### config.mk
export PLATFORM = sky130hd
export DESIGN_NAME = csm_multiport
export DESIGN_NICKNAME = d
export VERILOG_FILES = /design/src/rtl/csm_pkg.sv /design/src/rtl/csm_rr_arbiter.sv /design/src/rtl/csm_multiport.sv
export SDC_FILE = /design/constraint.sdc
export NUM_CORES = 1
export LEC_CHECK = 0
export CELL_PAD_IN_SITES_DETAIL_PLACEMENT = 1
export CELL_PAD_IN_SITES_GLOBAL_PLACEMENT = 1
export CORE_ASPECT_RATIO = 1.25
export CORE_MARGIN = 1
export CORE_UTILIZATION = 42
export CTS_CLUSTER_SIZE = 20
export DETAILED_ROUTE_END_ITERATION = 10
export GPL_TIMING_DRIVEN = 1
export PLACE_DENSITY = 0.86
export REMOVE_ABC_BUFFERS = 1
export SYNTH_ARGS = -nofsm -noshare
export SYNTH_HDL_FRONTEND = slang
export SYNTH_HIERARCHICAL = 1
export SYNTH_SLANG_ARGS = --single-unit
### constraint.sdc
create_clock -name clk -period 3.35 [get_ports clk]
set_input_delay 0.67 -clock clk [delete_from_list [all_inputs] [get_ports clk]]
set_output_delay 0.67 -clock clk [all_outputs]
set_load 0.02 [all_outputs]
### src/rtl/csm_pkg.sv
// Shared types and helpers for the multi-port shared-register block with lock
// ownership. Operation and status encodings are part of the external interface.
package csm_pkg;

  typedef enum logic [1:0] {
    READ    = 2'd0,
    WRITE   = 2'd1,
    HOLD    = 2'd2,
    RELEASE = 2'd3
  } op_t;

  typedef enum logic [1:0] {
    OK            = 2'd0,
    ERR_LOCKED    = 2'd1,
    ERR_NOT_HELD  = 2'd2,
    ERR_NOT_OWNER = 2'd3
  } status_t;

  // Index width that never collapses to zero bits for single-entry sets.
  function automatic int idx_width(input int n);
    return (n > 1) ? $clog2(n) : 1;
  endfunction

  // Outcome of an operation given the (post-expiry) lock state of its address.
  function automatic status_t lock_check(input op_t op, input logic locked,
                                         input logic owned);
    status_t st;
    st = OK;
    case (op)
      READ, WRITE, HOLD: st = (locked && !owned) ? ERR_LOCKED : OK;
      RELEASE: begin
        if (!locked)    st = ERR_NOT_HELD;
        else if (owned) st = OK;
        else            st = ERR_NOT_OWNER;
      end
      default: st = OK;
    endcase
    return st;
  endfunction

endpackage

### src/rtl/csm_rr_arbiter.sv
// Round-robin arbiter: one-hot grant chosen combinationally from the request
// vector, searching upward from a pointer that moves past each granted port.
module csm_rr_arbiter
  import csm_pkg::*;
#(
  parameter int NPORTS = 2,
  localparam int IW = idx_width(NPORTS)
) (
  input  logic              clk,
  input  logic              reset_n,
  input  logic [NPORTS-1:0] req,
  output logic [NPORTS-1:0] grant,
  output logic [IW-1:0]     grant_idx,
  output logic              grant_any
);

  logic [IW-1:0] ptr;

  always_comb begin
    logic [IW-1:0] cand;
    grant     = '0;
    grant_idx = '0;
    grant_any = 1'b0;
    cand      = '0;
    for (int i = 0; i < NPORTS; i++) begin
      cand = IW'((int'(ptr) + i) % NPORTS);
      if (!grant_any && req[cand]) begin
        grant[cand] = 1'b1;
        grant_idx   = cand;
        grant_any   = 1'b1;
      end
    end
  end

  always_ff @(posedge clk or negedge reset_n) begin
    if (!reset_n) begin
      ptr <= '0;
    end else if (grant_any) begin
      ptr <= (int'(grant_idx) == NPORTS - 1) ? '0 : grant_idx + 1'b1;
    end
  end

endmodule

### src/rtl/csm_multiport.sv
// Shared register file for several processors with per-address ownership locks,
// optional idle-timeout auto-release, and one granted request per cycle.
module csm_multiport
  import csm_pkg::*;
#(
  parameter int NPORTS       = 2,
  parameter int DEPTH        = 4,
  parameter int DW           = 8,
  parameter int HOLD_TIMEOUT = 0,
  localparam int AW = idx_width(DEPTH),
  localparam int IW = idx_width(NPORTS)
) (
  input  logic                       clk,
  input  logic                       reset_n,
  input  logic [NPORTS-1:0]          req_valid,
  output logic [NPORTS-1:0]          req_ready,
  input  logic [NPORTS-1:0][1:0]     req_op,
  input  logic [NPORTS-1:0][AW-1:0]  req_addr,
  input  logic [NPORTS-1:0][DW-1:0]  req_wdata,
  output logic [NPORTS-1:0]          rsp_valid,
  output logic [NPORTS-1:0][1:0]     rsp_status,
  output logic [NPORTS-1:0][DW-1:0]  rsp_rdata,
  output logic [DEPTH-1:0]           lock_timeout
);

  localparam int CW = idx_width(HOLD_TIMEOUT);

  logic [NPORTS-1:0] grant;
  logic [IW-1:0]     grant_idx;
  logic              grant_any;

  logic [DW-1:0]     mem      [DEPTH];
  logic [DEPTH-1:0]  locked;
  logic [IW-1:0]     owner    [DEPTH];
  logic [CW-1:0]     idle_cnt [DEPTH];
  logic [DEPTH-1:0]  expire;

  op_t               sel_op;
  logic [AW-1:0]     sel_addr;
  logic [DW-1:0]     sel_wdata;
  logic              in_range;
  logic              eff_locked;
  logic              owned;
  status_t           sel_status;
  logic [DW-1:0]     sel_rdata;
  logic              op_ok;

  // Holding reset also suppresses grants so nothing is accepted mid-reset.
  csm_rr_arbiter #(.NPORTS(NPORTS)) u_arb (
    .clk       (clk),
    .reset_n   (reset_n),
    .req       (req_valid & {NPORTS{reset_n}}),
    .grant     (grant),
    .grant_idx (grant_idx),
    .grant_any (grant_any)
  );

  assign req_ready = grant;

  always_comb begin
    expire = '0;
    for (int a = 0; a < DEPTH; a++) begin
      expire[a] = (HOLD_TIMEOUT > 0) && locked[a] &&
                  (idle_cnt[a] == CW'(HOLD_TIMEOUT - 1));
    end
  end

  // Expiry is applied before the granted op is judged, so an op landing on
  // an expiring address sees it unlocked.
  always_comb begin
    sel_op     = op_t'(req_op[grant_idx]);
    sel_addr   = req_addr[grant_idx];
    sel_wdata  = req_wdata[grant_idx];
    in_range   = (int'(sel_addr) < DEPTH);
    eff_locked = 1'b0;
    owned      = 1'b0;
    sel_rdata  = '0;
    if (in_range) begin
      eff_locked = locked[sel_addr] & ~expire[sel_addr];
      owned      = eff_locked && (owner[sel_addr] == grant_idx);
    end
    sel_status = in_range ? lock_check(sel_op, eff_locked, owned) : ERR_LOCKED;
    op_ok      = grant_any && in_range && (sel_status == OK);
    if (op_ok && sel_op == READ) begin
      sel_rdata = mem[sel_addr];
    end
  end

  // Lock table, idle counters and memory; later assignments to the target
  // address override the default count/expiry update.
  always_ff @(posedge clk or negedge reset_n) begin
    if (!reset_n) begin
      for (int a = 0; a < DEPTH; a++) begin
        mem[a]      <= '0;
        owner[a]    <= '0;
        idle_cnt[a] <= '0;
      end
      locked       <= '0;
      lock_timeout <= '0;
    end else begin
      lock_timeout <= expire;
      for (int a = 0; a < DEPTH; a++) begin
        if (expire[a]) begin
          locked[a]   <= 1'b0;
          idle_cnt[a] <= '0;
        end else if (locked[a]) begin
          idle_cnt[a] <= idle_cnt[a] + 1'b1;
        end
      end
      if (op_ok) begin
        case (sel_op)
          READ: begin
            if (owned) idle_cnt[sel_addr] <= '0;
          end
          WRITE: begin
            mem[sel_addr] <= sel_wdata;
            if (owned) idle_cnt[sel_addr] <= '0;
          end
          HOLD: begin
            locked[sel_addr]   <= 1'b1;
            owner[sel_addr]    <= grant_idx;
            idle_cnt[sel_addr] <= '0;
          end
          RELEASE: begin
            locked[sel_addr]   <= 1'b0;
            idle_cnt[sel_addr] <= '0;
          end
          default: ;
        endcase
      end
    end
  end

  always_ff @(posedge clk or negedge reset_n) begin
    if (!reset_n) begin
      rsp_valid  <= '0;
      rsp_status <= '0;
      rsp_rdata  <= '0;
    end else begin
      rsp_valid <= grant;
      for (int p = 0; p < NPORTS; p++) begin
        rsp_status[p] <= grant[p] ? sel_status : OK;
        rsp_rdata[p]  <= grant[p] ? sel_rdata : '0;
      end
    end
  end

endmodule

; ---- Yosys cells after proc, flatten, opt, wreduce, memory -nomap -nowiden
; Cells that the tools add are included.
[totals]
in_bits = 28
output_inout_bits = 28
register_bits = 63
elab_cells = 105
[classes]
n_bitwise = 8
add_sub_neg = 2
magnitude_cmp = 9
mux = 49
eq_ne = 4
n_reduce_logical = 18
[op_table]
columns = operator, count
row1 = $mux 8, 8
row2 = $bwmux 32, 1
row3 = $mux 2, 10
row4 = $mux 1, 18
row5 = $bmux 8 s2, 1
row6 = $demux 8 s2, 1
row7 = $logic_and 1x1->1, 9
row8 = $pmux 4 s2, 1
row9 = $bmux 1 s2, 3
row10 = $lt 1x2->1 const B, 3
row11 = $reduce_and 2->1, 3
row12 = $and 4x4->4, 1
row13 = $bwmux 4, 1
row14 = $demux 1 s2, 2
row15 = $eq 2x2->1 const B, 2
row16 = $logic_not 2->1, 2
row17 = $not 4->4, 1
row18 = $or 4x4->4, 1
row19 = $pmux 2 s2, 1
row20 = $ge 3x3->1 const B, 1
row21 = $lt 2x3->1 const B, 1
row22 = $lt 3x1->1 const B, 1
row23 = $not 2->3, 1
row24 = $reduce_or 3->1, 1
row25 = 12 further kinds, 16

; ---- Logic depth before layout (Yosys ltp)
[logic_depth]
word_depth = 24
depth_mapped = 12
mapped_depth_nobuf = 9

; ---- By module
; The synthesis kept the hierarchy.
[modules_own_cells]
columns = module, area_per_inst_um2, cells_per_inst, n_inst, seq_area_each_um2
row1 = csm_multiport, 3054.2, 240, 1, 1551.5
row2 = csm_rr_arbiter, 76.3, 8, 1, 25.0

; ---- Least setup slack after synthesis
; Ideal clock, no wire load.
[synth_timing]
kind = input -> register
start = input port req_valid[0]
end = register mem[16] in the netlist's numbering
t_arrival_ns = 2.760
path_stages = 11
setup_slack_ns = 0.465
required_ns = 3.225
n_path_buf = 2
setup_ns = 0.125
cell_sequence = and2_1 > nand2b_4 > and2_1 > buf_6 > and4bb_2 > a31oi_1 > and4_1 > buf_6 > mux2_4 > o21ai_4 > mux2_2
[synth_between]
elab_chain_cells = 22
elab_cells_between_ends = 49
classes_between = order compare: 2 / eq/ne: 4 / mux: 28 / bitwise: 4 / reduce/logical: 11
[synth_lines]
columns = item, line
row1 = "start, declared", csm_multiport.sv:15  ; input logic [NPORTS-1:0] req_valid,
row2 = $and 2x2->2 *, csm_multiport.sv:52  ; .req (req_valid & {NPORTS{reset_n}}),
row3 = $mux 1 (implied by the code) (2 in series), csm_rr_arbiter.sv:27  ; if (!grant_any && req[cand]) begin
row4 = $mux 1, csm_rr_arbiter.sv:27
row5 = $logic_not 1->1, csm_rr_arbiter.sv:27
row6 = $logic_and 1x1->1, csm_rr_arbiter.sv:27
row7 = $mux 1 *, csm_rr_arbiter.sv:27
row8 = via grant_idx, csm_multiport.sv:29  ; logic [IW-1:0] grant_idx;
row9 = $mux 2 (implied by the code) (2 in series), csm_multiport.sv:72  ; sel_addr = req_addr[grant_idx];
row10 = (+5 left out), n/a
row11 = $logic_and 1x1->1, csm_multiport.sv:80  ; owned = eff_locked && (owner[sel_addr] == grant_idx);
row12 = $logic_not 1->1, csm_pkg.sv:30  ; READ, WRITE, HOLD: st = (locked && !owned) ? ERR_LOCKED : OK;
row13 = $logic_and 1x1->1, csm_pkg.sv:30
row14 = $mux 1, csm_pkg.sv:30
row15 = $pmux 2 s2, csm_pkg.sv:29  ; case (op)
row16 = $logic_not 2->1, csm_multiport.sv:83  ; op_ok = grant_any && in_range && (sel_status == OK);
row17 = $logic_and 1x1->1, csm_multiport.sv:83
row18 = $reduce_and 2->1 (no source line), n/a
row19 = "end signal, assigned by index", csm_multiport.sv:116  ; mem[sel_addr] <= sel_wdata;
row20 = "end, declared", csm_multiport.sv:32  ; logic [DW-1:0] mem [DEPTH];
; The timed path passes the listed nets; every way through them passes the cells marked *. The select of a mux whose other input is x is not followed.
; A chain may end at the register's enable or synchronous reset.

; ---- Worst setup path after layout
[layout_timing]
start = input port req_valid[0]
end = register mem[20] in the netlist's numbering
; The elaborated chain is that of the path after synthesis.

==> flow_summary.toml <==
[grt]
antenna_found_initial = 0
grt_pass1_vias = 2563
grt-ovfl-total = 0
grt_pass1_wl_um = 13740
grt_max_degree = 37
grt_usage = 0.2385

[timing]
drv_slew = 0
post-route-period-util = 0.9739
worstMarginPinSlew_ns = 0.5203
relSlewSlack = 0.6505
rsz0062_at_grt = "false"
finalSetupViolCount = 0
max_freq_mhz = 306.5
clock_skew_ns = 0.008066
period_minus_slack_ns = 3.263
hold_viol_final = 0

[worst_setup_path]
worstPathArrival_ns = 3.49
critPathCaptureType = "flip-flop"
cp-start-kind = "primary input"
crit_type = "primary input to flip-flop"
path_max_fanout = 10
cp.required_ns = 3.58

[cts]
cts_buffers = 9
tritoncts = "yes"
clock_latency_ns = 0.34
clkTransAtPathRegs_ns = 0.07
cts_max_path_buffers = 2
cts_root_buf = "clkbuf_8"
cts.sinks = 63
h-tree-depth = 3

[place]
dpl-instance-area_mm2 = 0.003908
gp_congestion = 0.8625
port_buffers = 51
dp.cells = 408
hpwl_um = 5931

[power_and_ir_drop]
p_leak_nw = 1.807
power.internal_w = 0.001654
p_sw_frac = 0.2919
pwr-share-clk = 0.295
p_seq_frac = 0.446
power_switching_w = 0.0006817
vdd_drop_max_mv = 0.2660
p_per_area_mw_per_mm2 = 566.3
combPwrFrac = 0.260
power_w = 0.002335

[synthesis]
yosysWarnings = 6
synth_top_flop_cell = "dfrtp_1"
synth-seq-area-share = 0.5036
ys_types = 43
yosys_register_bits = 63
netlist.top_cell.by_area = "dfrtp_1"
synth-edff-count = 0
synth_commonest_cells = "dfrtp_1, mux2_2, and2_1"
syn_avg_cell_area_um2 = 12.62
synth_most_common_cell = "dfrtp_1"
netlist_instances = 248
async_flop_share = 1.000
syn-cell-area_mm2 = 0.003131
yosysTopAreaCellShare = 0.5036
synth.area.top_cells = "dfrtp_1, mux2_2, mux4_1"

[finish]
diodes = 0
post-route-util = 0.5805
drive_gt1_frac = 0.3054
fin_nets = 357
fin_cells = 424
area_growth_pct = 31.73
fin_area_mm2 = 0.004124

[drt]
met1_length_um = 3383
wl_met3_um = 311
highest_layer = "met4"
wl_met2_um = 4366
drt_pass1_iterations = 4
viasPerCell = 5.500
routed_wl_um = 8252
drt_iter0_drc = 122
final_antenna_net_count = 0
via_count = 2332
drc = 0
avgRoutedWirePerCell_um = 19.46

[die]
dieArea_mm2 = 0.007805
dieHeight_um = 98.53
start_util = 0.4406
ioPinCount = 56
die_w_um = 79.22
std_cell_rows = 34
core_mm2 = 0.007104

[job]
maxCapViolations = 0

[worst_hold_path]
hold_path_class = "primary input to async pin"

[outcome]
run_status = "finished clean"
[path summary, 6_finish.rpt]
check / startpoint / to / slack, ns / depth (start not counted)
setup / recovery: req_valid[0] / mem[20] / 0.09 / 11
hold / removal: reset_n / rsp_status[3] / 0.37 / 2
setup reg to reg: flip-flop / mem[20] / 0.57 / 9
hold reg to reg: mem[9] / mem[9] / 0.51 / 1
max in group asynchronous: reset_n / mem[7] / 2.59 / 2
min in group clk: mem[9] / mem[9] / 0.51 / 1
[worst max-delay path, stage by stage]
cell             delay [ns]
clkdlybuf4s50_1        0.45
and2_1                 0.20
nand2b_4               0.06
and2_1                 0.21
buf_12                 0.16
and4b_2                0.20
a31oi_1                0.15
and4_1                 0.30
mux2_4                 0.35
o21ai_4                0.33
mux2_2                 0.39
[power by group through the flow]
stage          clock (W)  combinational [W]  sequential (W)
6_report        0.000688           0.000606         0.00104
5_1_grt         0.000735           0.000653         0.00106
4_1_cts         0.000700           0.000606         0.00104
2_1_floorplan          0           0.000355         0.00101
3_5_place_dp           0           0.000597         0.00105
3_3_place_gp           0           0.000554         0.00102
[per-stage QoR]
step	hold WS [ns]	worst slack (ns)	setup TNS [ns]
after floorplan	0.3744	-0.6547	-31.36
after global placement	0.4785	-0.1228	-2.887
after detailed placement	0.4934	-0.2385	-9.142
after CTS	0.3744	0.07529	0
after global routing	0.4024	0.03040	0
final	0.3668	0.08732	0
[layer usage]
metal	vias to the layer above	GRT usage
met5	-	0
met2	63	0.4085
met1	1188	0.2867
met4	0	0.09510
li1	1067	-
met3	14	0.05556
[final cells by class]
type	instances	area [µm²]
Timing Repair Buffer	81	755.7
Sequential cell	63	1577
Multi-Input combinational cell	171	1459
Inverter	3	11.26
Fill cell	742	2980
Clock buffer	12	155.1
Clock inverter	4	53.80
Tap cell	90	112.6
[cell families after synthesis]
group	after synthesis	synth area share
compound gates	33	0.07475
mux	59	0.2446
xor+xnor	1	0.002798
flops	63	0.5036
other cells	1	0.001198
buf+inv	17	0.03637
simple gates	74	0.1367
[state kept, by name, summed over array words and instances, names as in the netlist, named ones only]
signal / flops
owner: 4
rsp_rdata: 16
mem: 32
rsp_status: 4
rsp_valid: 2
[repair_timing]
| action | in CTS | in global routing |
|---|---|---|
| hold buffers | 0 | 0 |
| hold endpoints to repair | 0 | 0 |
| buffers inserted | 0 | 0 |
| setup endpoints to repair | 0 | 9 |
| resized for setup | 0 | 2 |
[layout by cell type (no fill, tap or decap), drive strengths merged, types with 8 or more instances in the layout]
master	instances
mux2i	9
buf	31
clkdlybuf4s50	50
nor2	15
clkbuf	12
dfrtp	63
mux2	42
and2	20
nand2	8
mux4	8
Note: power is estimated with default switching activity, not from simulation.
